==> src/rtl/dcache_port_arbiter_pkg.sv <==
// Shared types and sizing for the D-cache port arbiter.
// LOAD_STORE_SIZE mirrors the load/store queue depth used across the core.
package dcache_port_arbiter_pkg;

    localparam int LOAD_STORE_SIZE = 8;

    typedef enum logic [1:0] {
        IDLE,
        SERVE_STORE,
        SERVE_LOAD,
        MISS_WAIT
    } arb_state_t;

endpackage

==> src/rtl/dcache_port_arbiter_if.sv <==
// Bundle between the arbiter, the load/store queue heads and the D-cache port.
// master is the arbiter side, slave is the queue/cache side.
interface dcache_port_arbiter_if
    import dcache_port_arbiter_pkg::*;
#(
    parameter int CNT_W = $clog2(LOAD_STORE_SIZE) + 1
) ();

    logic             store_commit;
    logic             store_head_valid;
    logic             load_head_valid;
    logic             load_head_blocked;
    logic             load_bypass_hit;
    logic             flush;
    logic             dc_resp_valid;
    logic             dc_miss;
    logic             dc_req_valid;
    logic             dc_req_is_store;
    logic             load_pop;
    logic             store_pop;
    logic [CNT_W-1:0] pend_cnt;
    logic             commit_stall;
    logic             busy;

    modport master (
        input  store_commit, store_head_valid, load_head_valid, load_head_blocked,
        input  load_bypass_hit, flush, dc_resp_valid, dc_miss,
        output dc_req_valid, dc_req_is_store, load_pop, store_pop,
        output pend_cnt, commit_stall, busy
    );

    modport slave (
        output store_commit, store_head_valid, load_head_valid, load_head_blocked,
        output load_bypass_hit, flush, dc_resp_valid, dc_miss,
        input  dc_req_valid, dc_req_is_store, load_pop, store_pop,
        input  pend_cnt, commit_stall, busy
    );

endinterface

==> src/rtl/dcache_port_arbiter.sv <==
// Stateful arbiter for the single D-cache port: load queue head vs committed-store drain,
// with miss wait, store starvation protection and flush-kill of in-flight loads.
module dcache_port_arbiter
    import dcache_port_arbiter_pkg::*;
#(
    parameter int LSQ_DEPTH    = LOAD_STORE_SIZE,
    parameter int CNT_W        = $clog2(LSQ_DEPTH) + 1,
    parameter int HIGH_WATER   = 6,
    parameter int STARVE_LIMIT = 3
) (
    input  logic                  clk,
    input  logic                  rst,
    dcache_port_arbiter_if.master bus
);

    localparam int SW = $clog2(STARVE_LIMIT + 1);

    arb_state_t       state_q, state_d;
    logic [CNT_W-1:0] pend_q, pend_d;
    logic [SW-1:0]    starve_q, starve_d;
    logic             kill_q, kill_d;
    logic             is_store_q, is_store_d;

    logic load_ready, store_ready, starved, high_water, stall;
    logic req, req_store, lpop, spop, commit_ok;

    assign load_ready  = bus.load_head_valid & ~bus.load_head_blocked & ~bus.flush;
    assign store_ready = bus.store_head_valid & (pend_q != '0);
    assign starved     = (starve_q >= SW'(STARVE_LIMIT));
    assign high_water  = (pend_q >= CNT_W'(HIGH_WATER));
    assign stall       = (pend_q == CNT_W'(LSQ_DEPTH));

    always_comb begin
        state_d    = state_q;
        starve_d   = starve_q;
        kill_d     = kill_q;
        is_store_d = is_store_q;
        req        = 1'b0;
        req_store  = 1'b0;
        lpop       = 1'b0;
        spop       = 1'b0;
        case (state_q)
            IDLE: begin
                if (load_ready && bus.load_bypass_hit) begin
                    lpop = 1'b1;
                end else if (store_ready && (high_water || !load_ready || starved)) begin
                    req        = 1'b1;
                    req_store  = 1'b1;
                    is_store_d = 1'b1;
                    starve_d   = '0;
                    state_d    = SERVE_STORE;
                end else if (load_ready) begin
                    req        = 1'b1;
                    is_store_d = 1'b0;
                    state_d    = SERVE_LOAD;
                    if (pend_q != '0 && !starved) starve_d = starve_q + SW'(1);
                end
            end
            default: begin
                // A flushed load still completes in the cache; only its pop is dropped.
                if (bus.dc_resp_valid) begin
                    if (is_store_q)                  spop = 1'b1;
                    else if (!kill_q && !bus.flush)  lpop = 1'b1;
                    kill_d  = 1'b0;
                    state_d = IDLE;
                end else begin
                    if (state_q != MISS_WAIT && bus.dc_miss) state_d = MISS_WAIT;
                    if (!is_store_q && bus.flush)            kill_d  = 1'b1;
                end
            end
        endcase
        if (bus.flush) starve_d = '0;
    end

    // A commit arriving while full is only accepted if a drain frees a slot in the same cycle.
    assign commit_ok = bus.store_commit & (~stall | spop);

    always_comb begin
        case ({commit_ok, spop})
            2'b10:   pend_d = pend_q + CNT_W'(1);
            2'b01:   pend_d = pend_q - CNT_W'(1);
            default: pend_d = pend_q;
        endcase
    end

    always_ff @(posedge clk or posedge rst) begin
        if (rst) begin
            state_q    <= IDLE;
            pend_q     <= '0;
            starve_q   <= '0;
            kill_q     <= 1'b0;
            is_store_q <= 1'b0;
        end else begin
            state_q    <= state_d;
            pend_q     <= pend_d;
            starve_q   <= starve_d;
            kill_q     <= kill_d;
            is_store_q <= is_store_d;
        end
    end

    assign bus.dc_req_valid    = req & ~rst;
    assign bus.dc_req_is_store = req_store & ~rst;
    assign bus.load_pop        = lpop & ~rst;
    assign bus.store_pop       = spop & ~rst;
    assign bus.pend_cnt        = pend_q;
    assign bus.commit_stall    = stall;
    assign bus.busy            = (state_q != IDLE);

    commit_while_full: assert property (@(posedge clk) disable iff (rst)
        !(bus.store_commit && stall && !spop));

    resp_while_idle: assert property (@(posedge clk) disable iff (rst)
        !((state_q == IDLE) && (bus.dc_resp_valid || bus.dc_miss)));

endmodule

==> src/flat_wrapper.sv <==
// flat-port wrapper written by rule: the top's interface ports become plain ports
module dcache_port_arbiter_flat import dcache_port_arbiter_pkg::*;
#(
    parameter int LSQ_DEPTH    = LOAD_STORE_SIZE,
    parameter int CNT_W        = $clog2(LSQ_DEPTH) + 1,
    parameter int HIGH_WATER   = 6,
    parameter int STARVE_LIMIT = 3
)
  (clk, rst, bus_store_commit, bus_store_head_valid, bus_load_head_valid, bus_load_head_blocked, bus_load_bypass_hit, bus_flush, bus_dc_resp_valid, bus_dc_miss, bus_dc_req_valid, bus_dc_req_is_store, bus_load_pop, bus_store_pop, bus_pend_cnt, bus_commit_stall, bus_busy);
  dcache_port_arbiter_if #(.CNT_W(CNT_W)) bus_i ();
  input  logic clk;
  input  logic rst;
  input wire logic [$bits(bus_i.store_commit)-1:0] bus_store_commit;
  input wire logic [$bits(bus_i.store_head_valid)-1:0] bus_store_head_valid;
  input wire logic [$bits(bus_i.load_head_valid)-1:0] bus_load_head_valid;
  input wire logic [$bits(bus_i.load_head_blocked)-1:0] bus_load_head_blocked;
  input wire logic [$bits(bus_i.load_bypass_hit)-1:0] bus_load_bypass_hit;
  input wire logic [$bits(bus_i.flush)-1:0] bus_flush;
  input wire logic [$bits(bus_i.dc_resp_valid)-1:0] bus_dc_resp_valid;
  input wire logic [$bits(bus_i.dc_miss)-1:0] bus_dc_miss;
  output wire logic [$bits(bus_i.dc_req_valid)-1:0] bus_dc_req_valid;
  output wire logic [$bits(bus_i.dc_req_is_store)-1:0] bus_dc_req_is_store;
  output wire logic [$bits(bus_i.load_pop)-1:0] bus_load_pop;
  output wire logic [$bits(bus_i.store_pop)-1:0] bus_store_pop;
  output wire logic [$bits(bus_i.pend_cnt)-1:0] bus_pend_cnt;
  output wire logic [$bits(bus_i.commit_stall)-1:0] bus_commit_stall;
  output wire logic [$bits(bus_i.busy)-1:0] bus_busy;
  assign bus_i.store_commit = bus_store_commit;
  assign bus_i.store_head_valid = bus_store_head_valid;
  assign bus_i.load_head_valid = bus_load_head_valid;
  assign bus_i.load_head_blocked = bus_load_head_blocked;
  assign bus_i.load_bypass_hit = bus_load_bypass_hit;
  assign bus_i.flush = bus_flush;
  assign bus_i.dc_resp_valid = bus_dc_resp_valid;
  assign bus_i.dc_miss = bus_dc_miss;
  assign bus_dc_req_valid = bus_i.dc_req_valid;
  assign bus_dc_req_is_store = bus_i.dc_req_is_store;
  assign bus_load_pop = bus_i.load_pop;
  assign bus_store_pop = bus_i.store_pop;
  assign bus_pend_cnt = bus_i.pend_cnt;
  assign bus_commit_stall = bus_i.commit_stall;
  assign bus_busy = bus_i.busy;
  dcache_port_arbiter #(.LSQ_DEPTH(LSQ_DEPTH), .CNT_W(CNT_W), .HIGH_WATER(HIGH_WATER), .STARVE_LIMIT(STARVE_LIMIT)) u_core (.clk(clk), .rst(rst), .bus(bus_i));
endmodule
==> config.mk <==
export PLATFORM = sky130hd
export DESIGN_NAME = dcache_port_arbiter_flat
export DESIGN_NICKNAME = d
export VERILOG_FILES = /design/src/rtl/dcache_port_arbiter_pkg.sv /design/src/rtl/dcache_port_arbiter_if.sv /design/src/rtl/dcache_port_arbiter.sv /design/src/flat_wrapper.sv
export SDC_FILE = /design/constraint.sdc
export NUM_CORES = 1
export LEC_CHECK = 0
export ABC_AREA = 0
export ABC_CLOCK_PERIOD_IN_PS = 2700
export BUFFER_PORTS_ARGS = -buffer_cell sky130_fd_sc_hd__buf_2
export CORE_UTILIZATION = 48
export CTS_CLUSTER_SIZE = 16
export DETAILED_ROUTE_END_ITERATION = 10
export HOLD_SLACK_MARGIN = 0.12
export PLACE_DENSITY = 0.85
export RECOVER_POWER = 50
export SLEW_MARGIN = 20
export SYNTH_ARGS = -nofsm -noshare
export SYNTH_HDL_FRONTEND = slang
export SYNTH_SLANG_ARGS = --single-unit
==> constraint.sdc <==
create_clock -name clk -period 2.7 [get_ports clk]
set_clock_uncertainty 0.05 [all_clocks]
set_input_delay 0.54 -clock clk [delete_from_list [all_inputs] [get_ports clk]]
set_output_delay 0.54 -clock clk [all_outputs]
set_load 0.02 [all_outputs]
# == Word level (Yosys, flattened, before mapping) ==
# Index checks and enable logic that the tools add are counted.
# word_totals
word_cells,91
memories,0
inputBits,10
latchBits,0
rom_bits,0
out_inout_bits,10
regBits,10
ram_bits,0
# classes
bitwise_logic,15
div,0
n_eq_ne,7
reduce_logical,27
mux,32
magnitude_cmp,2
n_mul,0
addsub,3
shift,0
# op_table
cell,n
two-way mux 2 bit,12
two-way mux 1 bit,19
nonzero test 2 bit,5
nonzero test 3 bit,3
AND 1 bit,8
case mux 4 bit (2 select lines),1
logical AND 1 bit,6
"inequality test 2 bit, second input constant",3
inverter 1 bit,6
AND reduction 3 bit,2
logical NOT 1 bit,5
"adder 4 x 1 -> 4 bit, second input constant",1
"== test 4 bit, second input constant",1
">= comparator 4 x 3 -> 1 bit, second input constant",1
AND reduction 4 bit,1
nonzero test 4 bit,1
"subtractor 4 x 1 -> 4 bit, second input constant",1
"inequality test 3 x 1 -> 1 bit, second input constant",1
"adder 2 x 1 -> 2 bit, second input constant",1
"== test 2 x 1 -> 1 bit, second input constant",1
"== test 2 bit, second input constant",1
">= comparator 2 bit, second input constant",1
logical NOT 2 bit,1
logical OR 1 bit,2
2 further kinds,2

# == Depth between registers and ports, before layout ==
# Gate-level depths: netlist of the first run.
# depth
depth_word,11
mapped_depth,8
depth_no_buf,8

# == Worst setup path before layout of the first run ==
# No wires, ideal clock.
# synth_path
path_type,input -> register
startpoint,in bus_dc_resp_valid
endpoint,reg u_core.pend_q[3] (netlist: u_core.bus.pend_cnt[3])
stages,8
n_path_buf,0
setup_ps,79
arrival_time_ps,2044
slack_ps,527
t_required_ps,2571
path_cell_list,o211ai_1 > or2_1 > inv_1 > ha_1 > a21o_1 > a21oi_1 > mux2_2 > o2bb2ai_1
# synth_between
elab_chain_cells,6
word_cells_on_any_way,8
classes_between,eq/ne: 2; mux: 3; bitwise: 2; reduce/logical: 1
# synth_lines
item,line,text
"start, declared",flat_wrapper.sv:19,input wire logic [$bits(bus_i.dc_resp_valid)-1:0] bus_dc_resp_valid;
two-way mux 1 bit (*),dcache_port_arbiter.sv:61,if (bus.dc_resp_valid) begin
two-way mux 1 bit (*),dcache_port_arbiter.sv:42,case (state_q)
bitwise OR 1 bit,dcache_port_arbiter.sv:76,assign commit_ok = bus.store_commit & (~stall | spop);
AND 1 bit,dcache_port_arbiter.sv:76,
== test 2 x 1 -> 1 bit or == test 2 bit (tied branches),dcache_port_arbiter.sv:79,"case ({commit_ok, spop})"
case mux 4 bit (2 select lines) or nonzero test 2 bit (tied branches),--,
"end signal, assigned",dcache_port_arbiter.sv:95,pend_q <= pend_d;
"end, declared",dcache_port_arbiter.sv:19,"logic [CNT_W-1:0] pend_q, pend_d;"
# Every way passes the cells marked *; elsewhere a longest branch is shown, timed or not.
# A chain may end at the register's enable or synchronous reset.

# == Worst setup path in the final report of the first run ==
# layout_path
startpoint,reg u_core.starve_q[0]
endpoint,out bus_dc_req_is_store
# layout_between
elab_chain_cells,7
# layout_lines
item,line,text
"start, declared",dcache_port_arbiter.sv:20,"logic [SW-1:0] starve_q, starve_d;"
"start signal, assigned",dcache_port_arbiter.sv:96,starve_q <= starve_d;
>= comparator 2 bit,dcache_port_arbiter.sv:29,assign starved = (starve_q >= SW'(STARVE_LIMIT));
logical OR 1 bit,dcache_port_arbiter.sv:46,end else if (store_ready && (high_water || !load_ready || starved)) begin
logical AND 1 bit,dcache_port_arbiter.sv:46,
two-way mux 1 bit,dcache_port_arbiter.sv:46,
two-way mux 1 bit,dcache_port_arbiter.sv:44,if (load_ready && bus.load_bypass_hit) begin
two-way mux 1 bit,dcache_port_arbiter.sv:42,
AND 1 bit,dcache_port_arbiter.sv:103,assign bus.dc_req_is_store = req_store & ~rst;
"end, declared",flat_wrapper.sv:22,output wire logic [$bits(bus_i.dc_req_is_store)-1:0] bus_dc_req_is_store;
# Every way passes these cells.

==> impl_metrics.csv, run 1 <==
group,metric,value,unit
yosys,synthCells,70,
routing,vias,610,
yosys,synth_ff_type,"dfrtp_1",
timing,tns,0,ns
critical_path,cp.required,2.11,ns
routing,routed_wl,1.345,mm
global_routing,grt_pass1_wl,2.104,mm
run_status,failed_checks,"design-rule violations",
timing,fin_crit,2.449,ns
global_routing,grt_antenna_before_repair,0,
floorplanning,rows,13,
yosys,ys_warn_count,0,
yosys,yosys.area.top_type,"dfrtp_1",
cells_and_area,design_area,793.3,µm²
cells_and_area,fillCellCount,122,
global_routing,grt_max_degree,11,
timing,fin_crit_sh,90.71,%
clock_tree,postCtsSetupRepairBufs,0,
clock_tree,root_buffer,"clkbuf_4",
timing,slew_viol_final,0,
min_path,hp-class,"in2async",
clock_tree,clock_path_buffers,2,
yosys,ys_seq_elements,10,
yosys,yosysMostFrequentCell,"dfrtp_1",
global_routing,grtUsageMet3,3.468,%
place,placed_area,775.7,µm²
yosys,synth_nets,84,
critical_path,crit_path_start,"u_core.starve_q[0]",
routing,drtAntennaViolNets,0,
yosys,avgSynthCellArea,9.456,µm²
timing,worst_slew_pin_slew,0.4613,ns
critical_path,arrival,1.86,ns
routing,first_pass_iters,7,
clock_tree,htree_levels,1,
yosys,seq_area_frac_synth,37.81,%
clock_tree,postCtsHoldBufs,0,
cells_and_area,multi_input_area,377.9,µm²
routing,avgRoutedWirePerCell,12.57,µm
cells_and_area,antenna_cells,0,
floorplanning,core_area,0.001285,mm²
place,portBuffers,19,
routing,vias_per_cell,5.701,
timing,fmaxAchievable,408.3,MHz
critical_path,cp_max_fo,3,
timing,setup_viol,0,
routing,drt-initial-drc-count,5,
power_and_ir_drop,leakage,0.4005,nW
timing,maxSlewHeadroom,68.82,%
place,gp_congestion,0.7707,
clock_tree,clk_latency,0.26,ns
place,dp_hpwl,1.131,mm
yosys,async_reset_ff_share,100.0,%
floorplanning,fp.dieW,39.14,µm
floorplanning,die_area,0.001532,mm²
cells_and_area,fin_nets,108,
power_and_ir_drop,ir_worst_vdd,0.5912,mV
cells_and_area,regArea,250.2,µm²
global_routing,use_met2,34.58,%
run_status,status,"finished with violations",
cells_and_area,drive_gt1_share,23.91,%
clock_tree,cts_tree,"built",
clock_tree,path_clk_slew,0.06,ns
yosys,synth_area,661.9,µm²
critical_path,critPathKind,"reg2out",
power_and_ir_drop,powerDensity,1056,mW/mm²
floorplanning,start_util,51.51,%
clock_tree,cts_sinks,10,
floorplanning,pin_count,20,
critical_path,endpoint_kind,"output port",
clock_tree,cts_resized,0,
floorplanning,die_h,39.14,µm
yosys,synth_top_area_share,37.81,%
yosys,yosysUniqueCellTypes,32,
yosys,netlist_top_cells_area,"dfrtp_1, ha_1, inv_1",
critical_path,r2r_start,"u_core.state_q[1]",
global_routing,grt_util_all_layers,21.09,%
critical_path,startpoint_type,"flop",
timing,rsz0062_at_grt,"no",
yosys,synth-edff-count,0,
routing,drc,2,
global_routing,grt-busiest-layer,"met2",
clock_tree,numCtsBuffers,3,
flow_run,maxCapViolCount,0,
global_routing,overflow,0,
yosys,synthTopCellsByCount,"dfrtp_1, inv_1, a21oi_1",
global_routing,grt_pass1_vias,515,
cells_and_area,postLayoutCoreUtil,61.73,%
global_routing,grt_util_met1,25.36,%
timing,hold_viol,0,
cells_and_area,area_growth,19.85,%
[metrics by stage]
stage               worst slack, ns  hold slack, ns  std cells  power [mW]
detailed placement           0.2326          0.4752        104      0.7500
global placement             0.3215          0.4625        104      0.7319
finish                       0.2509          0.2559        107      0.8380
floorplan                    0.5267          0.3302         70      0.6222
CTS                          0.2158          0.2501        107      0.8527
global route                 0.1094          0.2921        107      0.9142
[routing by layer]
layer	wire length (µm)	vias to the layer above
li1	-	302
met1	613	289
met2	672	17
met3	42	2
met4	17	0
met5	0	-
[power breakdown]
| part | switching, mW | internal (mW) |
|---|---|---|
| Clock | 0.0485 | 0.0514 |
| Sequential | 0.0808 | 0.214 |
| Combinational | 0.252 | 0.191 |
| Total | 0.381 | 0.457 |
[cell families (layout without fill, tap and decap cells)]
logic type      count (synthesis)  count (layout)  share of synthesized area (%)
compound gates                 21              21                          22.31
simple gates                   21              21                          18.53
flops                          10              10                          37.81
buf+inv                         9              31                          5.104
fa+ha+maj                       4               4                          8.696
mux                             3               3                          4.915
xor+xnor                        2               2                          2.647
[worst paths after layout]
check,to,slack [ns],depth (start not counted)
max in group asynchronous,u_core.bus.pend_cnt[3],2.08,2
worst min register to register,u_core.starve_q[1],0.49,1
worst max-delay path,bus_dc_req_is_store,0.25,6
worst min-delay path,u_core.bus.pend_cnt[0],0.26,2
worst max register to register,u_core.bus.pend_cnt[3],0.32,8
min in group clk,u_core.kill_q,0.45,2
[placed cells by master, fill, tap and decap left out, drive strengths merged, types with 2 or more instances in the layout]
cell type,Yosys,routed
xnor2,2,2
ha,3,3
clkbuf,0,7
o21ai,3,3
nand2,4,4
o211ai,2,2
nor2,5,5
mux2,2,2
inv,9,9
a21oi,6,6
nand3,2,2
buf,0,15
a21boi,2,2
dfrtp,10,10
nor4b,2,2
[registers in the layout (all words and copies together), names as in the netlist]
name and cells:
u_core.bus.pend_cnt 4, u_core.is_store_q 1, u_core.kill_q 1, u_core.starve_q 2, u_core.state_q 2
[critical path: stages, from the launching register on]
cell and delay, ns:
dfrtp_1 0.38, ha_1 0.19, nor4b_1 0.41, a21boi_0 0.23
nand3_1 0.17, nor2_1 0.05, buf_2 0.16
[cell type report]
cell class                      instances  area share (%)
Clock buffer                            3           2.839
Timing Repair Buffer                   19           11.36
Sequential cell                        10           31.55
Tap cell                               15           2.366
Inverter                                9           4.259
Multi-Input combinational cell         51           47.63
(Power assumes the default switching activity.)
==> run 2: changes to the inputs <==
GPL_TIMING_DRIVEN = 0   (was not set)
==> run 2 against run 1 <==
Compared with the run above:
- the run still ends with design-rule violations left
- highest routed layer unchanged
- count of clock-buffer cells in the layout is the same
- cell count stayed put
- critical path depth unchanged
- die area is the same
- critical endpoint unchanged
- non-clock buffer count unchanged
- maximum frequency fell by 1.4%
- sequential share of layout area grew 0.15 points
- sequential power about the same
- largest power group unchanged
==> impl_metrics.csv, run 2 (synthesis results as in run 1) <==
group,metric,value,unit
run_status,status,"finished with violations",
run_status,failed_checks,"design-rule violations",
timing,maxSlewHeadroom,64.85,%
global_routing,grt_util_all_layers,23.19,%
cells_and_area,largest_reg_flops,4,
global_routing,grt_max_degree,11,
clock_tree,clock_path_buffers,2,
timing,hold_viol,0,
power_and_ir_drop,leakage,0.3991,nW
floorplanning,start_util,51.51,%
cells_and_area,fillCellCount,132,
timing,fin_ws,0.2158,ns
routing,vias_per_cell,5.720,
timing,fmaxAchievable,402.5,MHz
floorplanning,die_area,0.001532,mm²
place,placed_area,775.7,µm²
critical_path,endpoint_kind,"output port",
critical_path,crit_path_start,"u_core.starve_q[0]",
timing,rsz0062_at_grt,"no",
critical_path,worst_r2r_path_depth,8,
clock_tree,clk_latency,0.26,ns
timing,slew_viol_final,0,
global_routing,grt_antenna_before_repair,0,
power_and_ir_drop,intPower,455.3,µW
clock_tree,cts_tree,"built",
cells_and_area,layout_commonest_cell,"buf_2",
flow_run,maxCapViolCount,0,
timing,fin_crit_sh,92.01,%
clock_tree,cts_resized,0,
routing,drt-initial-drc-count,9,
critical_path,r2r_start,"u_core.state_q[1]",
routing,first_pass_iters,7,
power_and_ir_drop,p_total,843.6,µW
place,portBuffers,19,
cells_and_area,postLayoutCoreUtil,61.44,%
routing,avgRoutedWirePerCell,13.34,µm
routing,drc,2,
power_and_ir_drop,swShare,46.03,%
cells_and_area,stdcell_count,107,
clock_tree,cts_sinks,10,
critical_path,cp_max_fo,3,
floorplanning,pin_count,20,
clock_tree,root_buffer,"clkbuf_4",
place,pre_cts_slack,0.2184,ns
cells_and_area,drive_gt1_share,22.83,%
clock_tree,path_clk_slew,0.07,ns
critical_path,cp.required,2.11,ns
clock_tree,postCtsHoldBufs,0,
cells_and_area,area_growth,19.28,%
clock_tree,htree_levels,1,
power_and_ir_drop,pwr-share-comb,52.9,%
power_and_ir_drop,powerDensity,1068,mW/mm²
power_and_ir_drop,p_clk_share,11.9,%
routing,routed_wl,1.427,mm
global_routing,grt_pass1_vias,574,
routing,drtAntennaViolNets,0,
timing,fin_crit,2.484,ns
floorplanning,die_h,39.14,µm
timing,fin_hold_ws,0.2502,ns
place,dp_hpwl,1.160,mm
global_routing,overflow,0,
critical_path,startpoint_type,"flop",
critical_path,endpoint,"bus_dc_req_is_store",
critical_path,critPathKind,"reg2out",
cells_and_area,design_area,789.5,µm²
floorplanning,fp.dieW,39.14,µm
power_and_ir_drop,netSwitchingPower,388.3,µW
cells_and_area,fin_nets,108,
power_and_ir_drop,p_seq_share,35.2,%
clock_tree,numCtsBuffers,3,
cells_and_area,layout_common_cells,"buf_2, dfrtp_1, inv_1",
routing,vias,612,
power_and_ir_drop,ir_worst_vdd,0.5801,mV
min_path,hp-class,"in2async",
critical_path,r2r_end,"u_core.bus.pend_cnt[3]",
clock_tree,postCtsSetupRepairBufs,0,
timing,tns,0,ns
cells_and_area,antenna_cells,0,
global_routing,grt_pass1_wl,2.339,mm
timing,setup_viol,0,
place,gp_congestion,0.6437,
floorplanning,core_area,0.001285,mm²
floorplanning,rows,13,
critical_path,reg2reg_slack,0.40,ns
critical_path,arrival,1.89,ns
place,placed_cells,104,
timing,worst_slew_pin_slew,0.5217,ns
[run 2: worst max-delay path, stage by stage, from the launching register on]
cell	delay, ns
dfrtp_1	0.39
ha_1	0.20
nor4b_1	0.43
a21boi_0	0.22
nand3_1	0.18
nor2_1	0.06
buf_2	0.16
[run 2: worst min-delay path by stage]
stage / from / end / cells after the start
finish: rst / u_core.is_store_q / 2
global route: rst / u_core.kill_q / 2
CTS: rst / u_core.kill_q / 2
detailed placement: u_core.starve_q[1] / u_core.starve_q[1] / 1
global placement: u_core.starve_q[1] / u_core.starve_q[1] / 1
floorplan: rst / u_core.bus.pend_cnt[0] / 1
[run 2: power groups by stage]
stage	Combinational (mW)	Sequential, mW	Clock (mW)
global route	0.502	0.309	0.110
detailed placement	0.459	0.297	0
global placement	0.437	0.291	0
CTS	0.462	0.295	0.103
finish	0.446	0.297	0.100
floorplan	0.306	0.316	0
[run 2: per-layer routing]
layer / wire length, µm / vias up / track usage [%]
met1: 619 / 286 / 25.81
met5: 0 / - / 0
met3: 55 / 2 / 3.468
met4: 8 / 0 / 10.34
met2: 743 / 22 / 42.50
li1: - / 302 / -
[run 2: cell type report]
class | instances | area (µm²) | area share [%]
Tap cell | 15 | 18.77 | 2.377
Clock buffer | 3 | 22.52 | 2.853
Timing Repair Buffer | 19 | 90.09 | 11.41
Multi-Input combinational cell | 51 | 374.1 | 47.39
Sequential cell | 10 | 250.2 | 31.70
Inverter | 9 | 33.78 | 4.279
